## src/rtl/bitty_fetch_if.sv

```systemverilog
// Bus bundle between the bitty fetch unit and its surroundings: instruction
// memory on one side, the core control unit on the other.
//
// Handshake rules:
//   Memory side:
//   - mem_req is a level request.
//   - Once raised, it stays high with a stable mem_addr until either:
//     - a cycle with mem_ack=1, where mem_rdata is consumed in that same cycle, or
//     - the fetch unit gives up (fault).
//   - mem_ack has no meaning while mem_req=0.
//   Core side:
//   - run=1 means instruction is valid and held stable.
//   - The core answers with a single-cycle done. It may send branch_taken and
//     branch_target in that same cycle.
//   - done has no meaning while run=0.
//
// Signals:
//   mem_req/mem_addr          fetch request and address (fetch unit -> memory)
//   mem_ack/mem_rdata         acknowledge with read data (memory -> fetch unit)
//   instruction/run           current word and its valid flag (fetch unit -> core)
//   done/branch_taken/target  completion and next-pc selection (core -> fetch unit)
//   pc/halted/fault/retired   status outputs
//   dbg_state                 raw FSM state for observation
interface bitty_fetch_if #(
  parameter int ADDR_W = 8,
  parameter int DATA_W = 16
);
  logic              mem_req;
  logic [ADDR_W-1:0] mem_addr;
  logic              mem_ack;
  logic [DATA_W-1:0] mem_rdata;
  logic [DATA_W-1:0] instruction;
  logic              run;
  logic              done;
  logic              branch_taken;
  logic [ADDR_W-1:0] branch_target;
  logic [ADDR_W-1:0] pc;
  logic              halted;
  logic              fault;
  logic [15:0]       retired;
  logic [2:0]        dbg_state;

  modport master (
    output mem_req, mem_addr, instruction, run, pc, halted, fault, retired, dbg_state,
    input  mem_ack, mem_rdata, done, branch_taken, branch_target
  );

  modport slave (
    input  mem_req, mem_addr, instruction, run, pc, halted, fault, retired, dbg_state,
    output mem_ack, mem_rdata, done, branch_taken, branch_target
  );
endinterface

```

## src/rtl/bitty_fetch_unit.sv

```systemverilog
// Instruction fetch stage for the bitty core.
//
// Function:
//   - Owns the program counter.
//   - Fetches one word per instruction from instruction memory.
//   - Holds the word on instruction with run=1 until the core reports done.
//   - Then advances pc to pc+1, or to branch_target when the branch is taken.
//   - Stops for good in two cases, and only reset leaves either:
//     - a fetched HALT_WORD raises halted;
//     - a request left unacknowledged for TIMEOUT cycles raises fault.
//
// Ports:
//   clk    rising-edge clock
//   reset  synchronous, active-high; overrides everything
//   bus    bitty_fetch_if master modport (memory, core and status signals)
//
// Every output is either a register or a decode of the state register, so
// there is no combinational path from any input to any output.
module bitty_fetch_unit #(
  parameter int              ADDR_W    = 8,
  parameter int              DATA_W    = 16,
  parameter int              TIMEOUT   = 15,
  parameter logic [DATA_W-1:0] HALT_WORD = 16'hFFFF
) (
  input  logic            clk,
  input  logic            reset,
  bitty_fetch_if.master   bus
);

  localparam logic [2:0] S_IDLE  = 3'd0;
  localparam logic [2:0] S_FETCH = 3'd1;
  localparam logic [2:0] S_EXEC  = 3'd2;
  localparam logic [2:0] S_HALT  = 3'd3;
  localparam logic [2:0] S_ERR   = 3'd4;

  localparam int CNT_W = (TIMEOUT < 2) ? 1 : $clog2(TIMEOUT + 1);

  logic [2:0]        r_state;
  logic [ADDR_W-1:0] r_pc;
  logic [DATA_W-1:0] r_instr;
  logic [15:0]       r_retired;
  logic [CNT_W-1:0]  r_cnt;

  logic w_last_wait;
  logic w_is_halt;

  // True in the last cycle a request may go without an ack before it faults.
  assign w_last_wait = (r_cnt == CNT_W'(TIMEOUT - 1));
  assign w_is_halt   = (bus.mem_rdata == HALT_WORD);

  always_ff @(posedge clk) begin
    if (reset) begin
      r_state   <= S_IDLE;
      r_pc      <= '0;
      r_instr   <= '0;
      r_retired <= '0;
      r_cnt     <= '0;
    end else begin
      case (r_state)
        S_IDLE: r_state <= S_FETCH;
        S_FETCH: begin
          // An ack in the final allowed cycle still wins over the timeout.
          if (bus.mem_ack) begin
            r_instr <= bus.mem_rdata;
            r_cnt   <= '0;
            r_state <= w_is_halt ? S_HALT : S_EXEC;
          end else if (w_last_wait) begin
            r_state <= S_ERR;
          end else begin
            r_cnt <= r_cnt + CNT_W'(1);
          end
        end
        S_EXEC: begin
          if (bus.done) begin
            if (r_retired != 16'hFFFF) begin
              r_retired <= r_retired + 16'd1;
            end
            // Plain addition wraps the top address back to 0.
            r_pc    <= bus.branch_taken ? bus.branch_target : (r_pc + ADDR_W'(1));
            r_state <= S_FETCH;
          end
        end
        S_HALT: r_state <= S_HALT;
        S_ERR:  r_state <= S_ERR;
        // An illegal encoding can only come from corruption; park in ERR.
        default: r_state <= S_ERR;
      endcase
    end
  end

  assign bus.mem_req     = (r_state == S_FETCH);
  assign bus.mem_addr    = r_pc;
  assign bus.run         = (r_state == S_EXEC);
  assign bus.instruction = r_instr;
  assign bus.pc          = r_pc;
  assign bus.halted      = (r_state == S_HALT);
  assign bus.fault       = (r_state == S_ERR);
  assign bus.retired     = r_retired;
  assign bus.dbg_state   = r_state;

endmodule

```

## src/flat_wrapper.sv

```systemverilog
// flat-port wrapper written by rule: the top's interface ports become plain ports
module bitty_fetch_unit_flat 
#(
  parameter int              ADDR_W    = 8,
  parameter int              DATA_W    = 16,
  parameter int              TIMEOUT   = 15,
  parameter logic [DATA_W-1:0] HALT_WORD = 16'hFFFF
)
  (clk, reset, bus_mem_req, bus_mem_addr, bus_instruction, bus_run, bus_pc, bus_halted, bus_fault, bus_retired, bus_dbg_state, bus_mem_ack, bus_mem_rdata, bus_done, bus_branch_taken, bus_branch_target);
  bitty_fetch_if #(.ADDR_W(ADDR_W), .DATA_W(DATA_W)) bus_i ();
  input  logic clk;
  input  logic reset;
  output wire logic [$bits(bus_i.mem_req)-1:0] bus_mem_req;
  output wire logic [$bits(bus_i.mem_addr)-1:0] bus_mem_addr;
  output wire logic [$bits(bus_i.instruction)-1:0] bus_instruction;
  output wire logic [$bits(bus_i.run)-1:0] bus_run;
  output wire logic [$bits(bus_i.pc)-1:0] bus_pc;
  output wire logic [$bits(bus_i.halted)-1:0] bus_halted;
  output wire logic [$bits(bus_i.fault)-1:0] bus_fault;
  output wire logic [$bits(bus_i.retired)-1:0] bus_retired;
  output wire logic [$bits(bus_i.dbg_state)-1:0] bus_dbg_state;
  input wire logic [$bits(bus_i.mem_ack)-1:0] bus_mem_ack;
  input wire logic [$bits(bus_i.mem_rdata)-1:0] bus_mem_rdata;
  input wire logic [$bits(bus_i.done)-1:0] bus_done;
  input wire logic [$bits(bus_i.branch_taken)-1:0] bus_branch_taken;
  input wire logic [$bits(bus_i.branch_target)-1:0] bus_branch_target;
  assign bus_mem_req = bus_i.mem_req;
  assign bus_mem_addr = bus_i.mem_addr;
  assign bus_instruction = bus_i.instruction;
  assign bus_run = bus_i.run;
  assign bus_pc = bus_i.pc;
  assign bus_halted = bus_i.halted;
  assign bus_fault = bus_i.fault;
  assign bus_retired = bus_i.retired;
  assign bus_dbg_state = bus_i.dbg_state;
  assign bus_i.mem_ack = bus_mem_ack;
  assign bus_i.mem_rdata = bus_mem_rdata;
  assign bus_i.done = bus_done;
  assign bus_i.branch_taken = bus_branch_taken;
  assign bus_i.branch_target = bus_branch_target;
  bitty_fetch_unit #(.ADDR_W(ADDR_W), .DATA_W(DATA_W), .TIMEOUT(TIMEOUT), .HALT_WORD(HALT_WORD)) u_core (.clk(clk), .reset(reset), .bus(bus_i));
endmodule
```

## config.mk

```make
export PLATFORM = sky130hd
export DESIGN_NAME = bitty_fetch_unit_flat
export DESIGN_NICKNAME = d
export VERILOG_FILES = /design/src/rtl/bitty_fetch_if.sv /design/src/rtl/bitty_fetch_unit.sv /design/src/flat_wrapper.sv
export SDC_FILE = /design/constraint.sdc
export NUM_CORES = 1
export LEC_CHECK = 0
export ABC_AREA = 1
export BUFFER_PORTS_ARGS = -buffer_cell sky130_fd_sc_hd__buf_2
export CAP_MARGIN = 10
export CORE_AREA = 2 2 132 83
export CTS_BUF_LIST = sky130_fd_sc_hd__clkbuf_8
export CTS_CLUSTER_DIAMETER = 200
export DETAILED_ROUTE_END_ITERATION = 12
export DIE_AREA = 0 0 134 85
export SETUP_SLACK_MARGIN = 0.4
export SLEW_MARGIN = 20
export SYNTH_ARGS = -nofsm -noshare
export SYNTH_HDL_FRONTEND = slang
export SYNTH_SLANG_ARGS = --single-unit
```

## constraint.sdc

```tcl
create_clock -name clk -period 4.4 [get_ports clk]
set_input_delay 0.88 -clock clk [delete_from_list [all_inputs] [get_ports clk]]
set_output_delay 0.88 -clock clk [all_outputs]
set_load 0.02 [all_outputs]
```

; Word level (Yosys, flattened, before mapping)
; Index checks and enable logic that the tools add are counted.
[word_totals]
reg_bits = 47
output_inout_bits = 55
elab_cells = 32
[classes]
n_addsub = 3
eq_ne = 10
mux = 8
reduce_logical = 6
[op_table]
columns = op, n
row1 = $add A16 B1 Y16 const B, 1
row2 = $eq A16 B16 Y1 const B, 1
row3 = $ne A16 B16 Y1 const B, 1
row4 = $pmux W3 S4, 1
row5 = $mux W3, 3
row6 = $add A8 B1 Y8 const B, 1
row7 = $mux W4, 2
row8 = $mux W8, 1
row9 = $reduce_and A2 Y1, 4
row10 = $eq A3 B2 Y1 const B, 2
row11 = $add A4 B1 Y4 const B, 1
row12 = $eq A4 B4 Y1 const B, 1
row13 = $eq A3 B1 Y1 const B, 1
row14 = $eq A3 B3 Y1 const B, 1
row15 = $logic_not A3 Y1, 1
row16 = $ne A3 B1 Y1 const B, 1
row17 = $reduce_and A3 Y1, 1
row18 = $ne A2 B1 Y1 const B, 1
row19 = $ne A2 B2 Y1 const B, 1
row20 = $mux W1, 1

; Longest topological paths before layout
[depth]
depth_word = 4
ltp_mapped = 9
depth_no_buf = 9

; Least setup slack after synthesis
; Ideal clock, no wire load.
[synth_path]
path_type = register to output
from = reg u_core.r_state[2], in the netlist u_core.bus.dbg_state[2]
to = out bus_fault
arrival_time_ns = 1.021
required_time_ns = 3.520
slack_ns = 2.499
stages_incl_launch_ff = 3
n_path_buf = 0
path_cell_list = dfxtp_1 > inv_1 > nor3_1
[synth_via]
elab_chain_len = 1
[synth_lines]
columns = item, line_no
row1 = "start, declared", bitty_fetch_unit.sv:38  ; logic [2:0] r_state;
row2 = "start signal, assigned", bitty_fetch_unit.sv:66  ; r_state <= w_is_halt ? S_HALT : S_EXEC;
row3 = $eq A3 B3 Y1, bitty_fetch_unit.sv:97  ; assign bus.fault = (r_state == S_ERR);
row4 = "end, declared", flat_wrapper.sv:19  ; output wire logic [$bits(bus_i.fault)-1:0] bus_fault;
; Every way passes these cells.

; Worst setup path after layout
[layout_path]
from = reg u_core.r_state[2], in the netlist u_core.bus.dbg_state[2]
to = out bus_mem_req
[layout_via]
elab_chain_len = 1
[layout_lines]
columns = item, line_no
row1 = $eq A3 B1 Y1, bitty_fetch_unit.sv:91  ; assign bus.mem_req = (r_state == S_FETCH);
row2 = "end, declared", flat_wrapper.sv:13  ; output wire logic [$bits(bus_i.mem_req)-1:0] bus_mem_req;
; Every way passes these cells.

==> flow_metrics.py <==
metrics = {
    "outcome": {
        "status": "completed",
    },
    "cts": {
        "cts.hold.buffers_added": 0,
        "cts.path.max_buffers": 2,
        "clkSinkCount": 47,
        "clk_latency_ns": 0.33,
        "cts_root_buffer": "clkbuf_8",
        "tritoncts": "yes",
        "cts_buffers": 5,
        "h-tree-depth": 2,
        "post_cts.repair.setup_buffers": 0,
        "ctsResizeCount": 0,
        "path_clk_slew_ns": 0.12,
    },
    "timing": {
        "slew_violations": 0,
        "tightest_slew_ns": 0.668,
        "finalCritPeriodShare": 0.490,
        "clock.fmax_mhz": 464,
        "whs_ns": 0.493,
        "max_slew_margin": 0.554,
        "clock_skew_ns": 0.0194,
        "finalHoldViolCount": 0,
        "fin_setup_tns_ns": 0,
        "finalWorstPathRequiredPeriod_ns": 2.16,
        "finalSetupViolCount": 0,
        "rsz0062_at_grt": "false",
    },
    "yosys": {
        "ys_top_cells_by_area": "dfxtp_1 38%, nand2_1 14%, nor2_1 11%, o21ai_0 6.5%, a21oi_1 5.1%",
        "syn-instance-count": 368,
        "ys_top_cells_by_count": "89 x nand2_1, 70 x nor2_1, 47 x dfxtp_1",
        "synth_largest_area_cell": "dfxtp_1",
        "yosysMostFrequentCell": "nand2_1",
        "seq_area_frac_synth": 0.380,
        "ys.flop_type": "dfxtp_1",
        "avgSynthCellArea_sq_um": 6.72,
        "synth_cell_types": 30,
        "synth_edf_count": 0,
        "ys_ff_latch": 47,
        "syn_area_sq_um": 2470,
        "ys_async_sr_fraction": 0,
        "ys_warn_count": 0,
        "syn_nets": 401,
        "synth_top_area_frac": 0.380,
    },
    "worst_setup_path": {
        "cpPeakStageDelay_ns": 0.36,
        "crit_path_max_fanout": 4,
        "critPathLaunchType": "flip-flop",
        "worst-endpoint-required_ns": 3.52,
        "worstSetupPathType": "flip-flop to output pin",
        "slowest_stage": "dfxtp_1",
        "crit_chain": "inv_1, nand2_1, nor2_2, buf_2",
        "end_kind": "output pin",
        "worstPathArrival_ns": 1.28,
    },
    "layout": {
        "num-fill-cells": 1135,
        "instances_no_fill": 578,
        "nets": 471,
        "regArea_sq_um": 941,
        "multi_input_area_sq_um": 1300,
        "drive_above_1_share": 0.246,
        "antenna_cells": 0,
        "syn_to_final_growth_pct": 22.9,
    },
    "grt": {
        "grt_overflow": 0,
        "grt_pass1_vias": 2277,
        "antenna_found_initial": 0,
        "grt_pass1_wl_microns": 11000,
        "grt_max_degree": 26,
        "groute.usage.overall": 0.119,
    },
    "power_and_ir_drop": {
        "p_leak_nw": 1.32,
        "p_per_area_nw_per_um2": 310,
        "vdd_drop_max_uv": 145,
        "power_w": 0.000943,
    },
    "floorplan": {
        "die_h_microns": 85,
        "start_util": 0.243,
        "die-width_microns": 134,
        "dieArea_sq_um": 11400,
        "num_io_pins": 84,
        "core_area_sq_um": 10200,
        "row_count": 29,
    },
    "route": {
        "firstDrtPassIters": 4,
        "vias": 2528,
        "routed_wl_microns": 6750,
        "first_iter_violations": 150,
        "antenna_left": 0,
        "vias_per_cell": 4.37,
        "drc": 0,
        "wl_per_cell_microns": 11.7,
    },
    "placement": {
        "placed_cells": 570,
        "dp_hpwl_microns": 4950,
        "gp_congestion": 0.816,
        "io_buffers": 83,
    },
    "job": {
        "max-cap-violations": 0,
    },
    "min_path": {
        "hold_path_class": "flip-flop to flip-flop",
    },
}
==> per-stage QoR <==
step / util / area [sq um] / setup slack, ns
after global placement: 0.288 / 2940 / 2.06
after global routing: 0.298 / 3040 / 2.13
final: 0.298 / 3040 / 2.24
after CTS: 0.298 / 3040 / 2.24
after floorplan: - / 2470 / 2.50
after detailed placement: 0.288 / 2940 / 2.02
==> flip-flops by register name, summed over array words and instances, names as in the netlist <==
name,cells
u_core.bus.instruction,16
u_core.bus.retired,16
u_core.bus.mem_addr,8
u_core.r_cnt,4
u_core.bus.dbg_state,3
==> power by group <==
part	switching (W)	leakage (nW)	internal, W	total [W]
Clock	0.000183	0.0526	0.000122	0.000306
Sequential	0.0000177	0.382	0.000450	0.000467
Combinational	0.000115	0.888	0.0000555	0.000170
==> cell families (layout without fill, tap and decap cells) <==
| logic type | count (synthesis) | count (layout) | synth area share |
|---|---|---|---|
| AOI/OAI and AO/OA | 65 | 65 | 0.145 |
| xor gates and xnor gates | 8 | 8 | 0.0283 |
| adders and majority gates | 4 | 4 | 0.0202 |
| buffers and inverters | 48 | 119 | 0.0926 |
| DFF | 47 | 47 | 0.380 |
| and+or+nand+nor | 196 | 196 | 0.333 |
==> cell type report <==
cell class,instances,share of cell area
multi-input combinational,273,0.429
sequential,47,0.310
timing repair buffer,83,0.137
tap,139,0.0572
inverter,28,0.0346
clock buffer,5,0.0226
clock inverter,3,0.0103
==> cell usage in the layout (no fill, tap or decap), drive strengths merged, types with 5 or more instances in the layout <==
cell type,netlist,routed
nand2,90,90
buf,14,83
nor2,77,77
dfxtp,47,47
o21ai,33,33
inv,27,30
a21oi,30,30
nand3,13,13
xor2,6,6
nor3,5,5
clkbuf,6,5
==> worst max-delay path: cells and delay by family, from the launching register on <==
kind | cells | cell delay [ns]
flops | 1 | 0.36
simple gates | 2 | 0.29
buf+inv | 2 | 0.30
==> final timing paths <==
| path | endpoint | cells past startpoint | slack (ns) | start |
|---|---|---|---|---|
| min | u_core.bus.instruction[8] | 2 | 0.49 | u_core.bus.instruction[8] |
| max reg2reg | u_core.bus.retired[13] | 8 | 2.35 | u_core.bus.retired[0] |
| min reg2reg | u_core.bus.instruction[8] | 2 | 0.49 | u_core.bus.instruction[8] |
| max | bus_mem_req | 4 | 2.24 | u_core.bus.dbg_state[2] |
==> layer usage <==
metal	vias up	global-route usage	wire, microns
met2	74	0.166	2660
met5	-	0	0
met4	0	0.0338	70
met3	7	0.0323	401
li1	1305	-	-
met1	1142	0.178	3610
No activity file was read; power rests on OpenSTA's default activity.
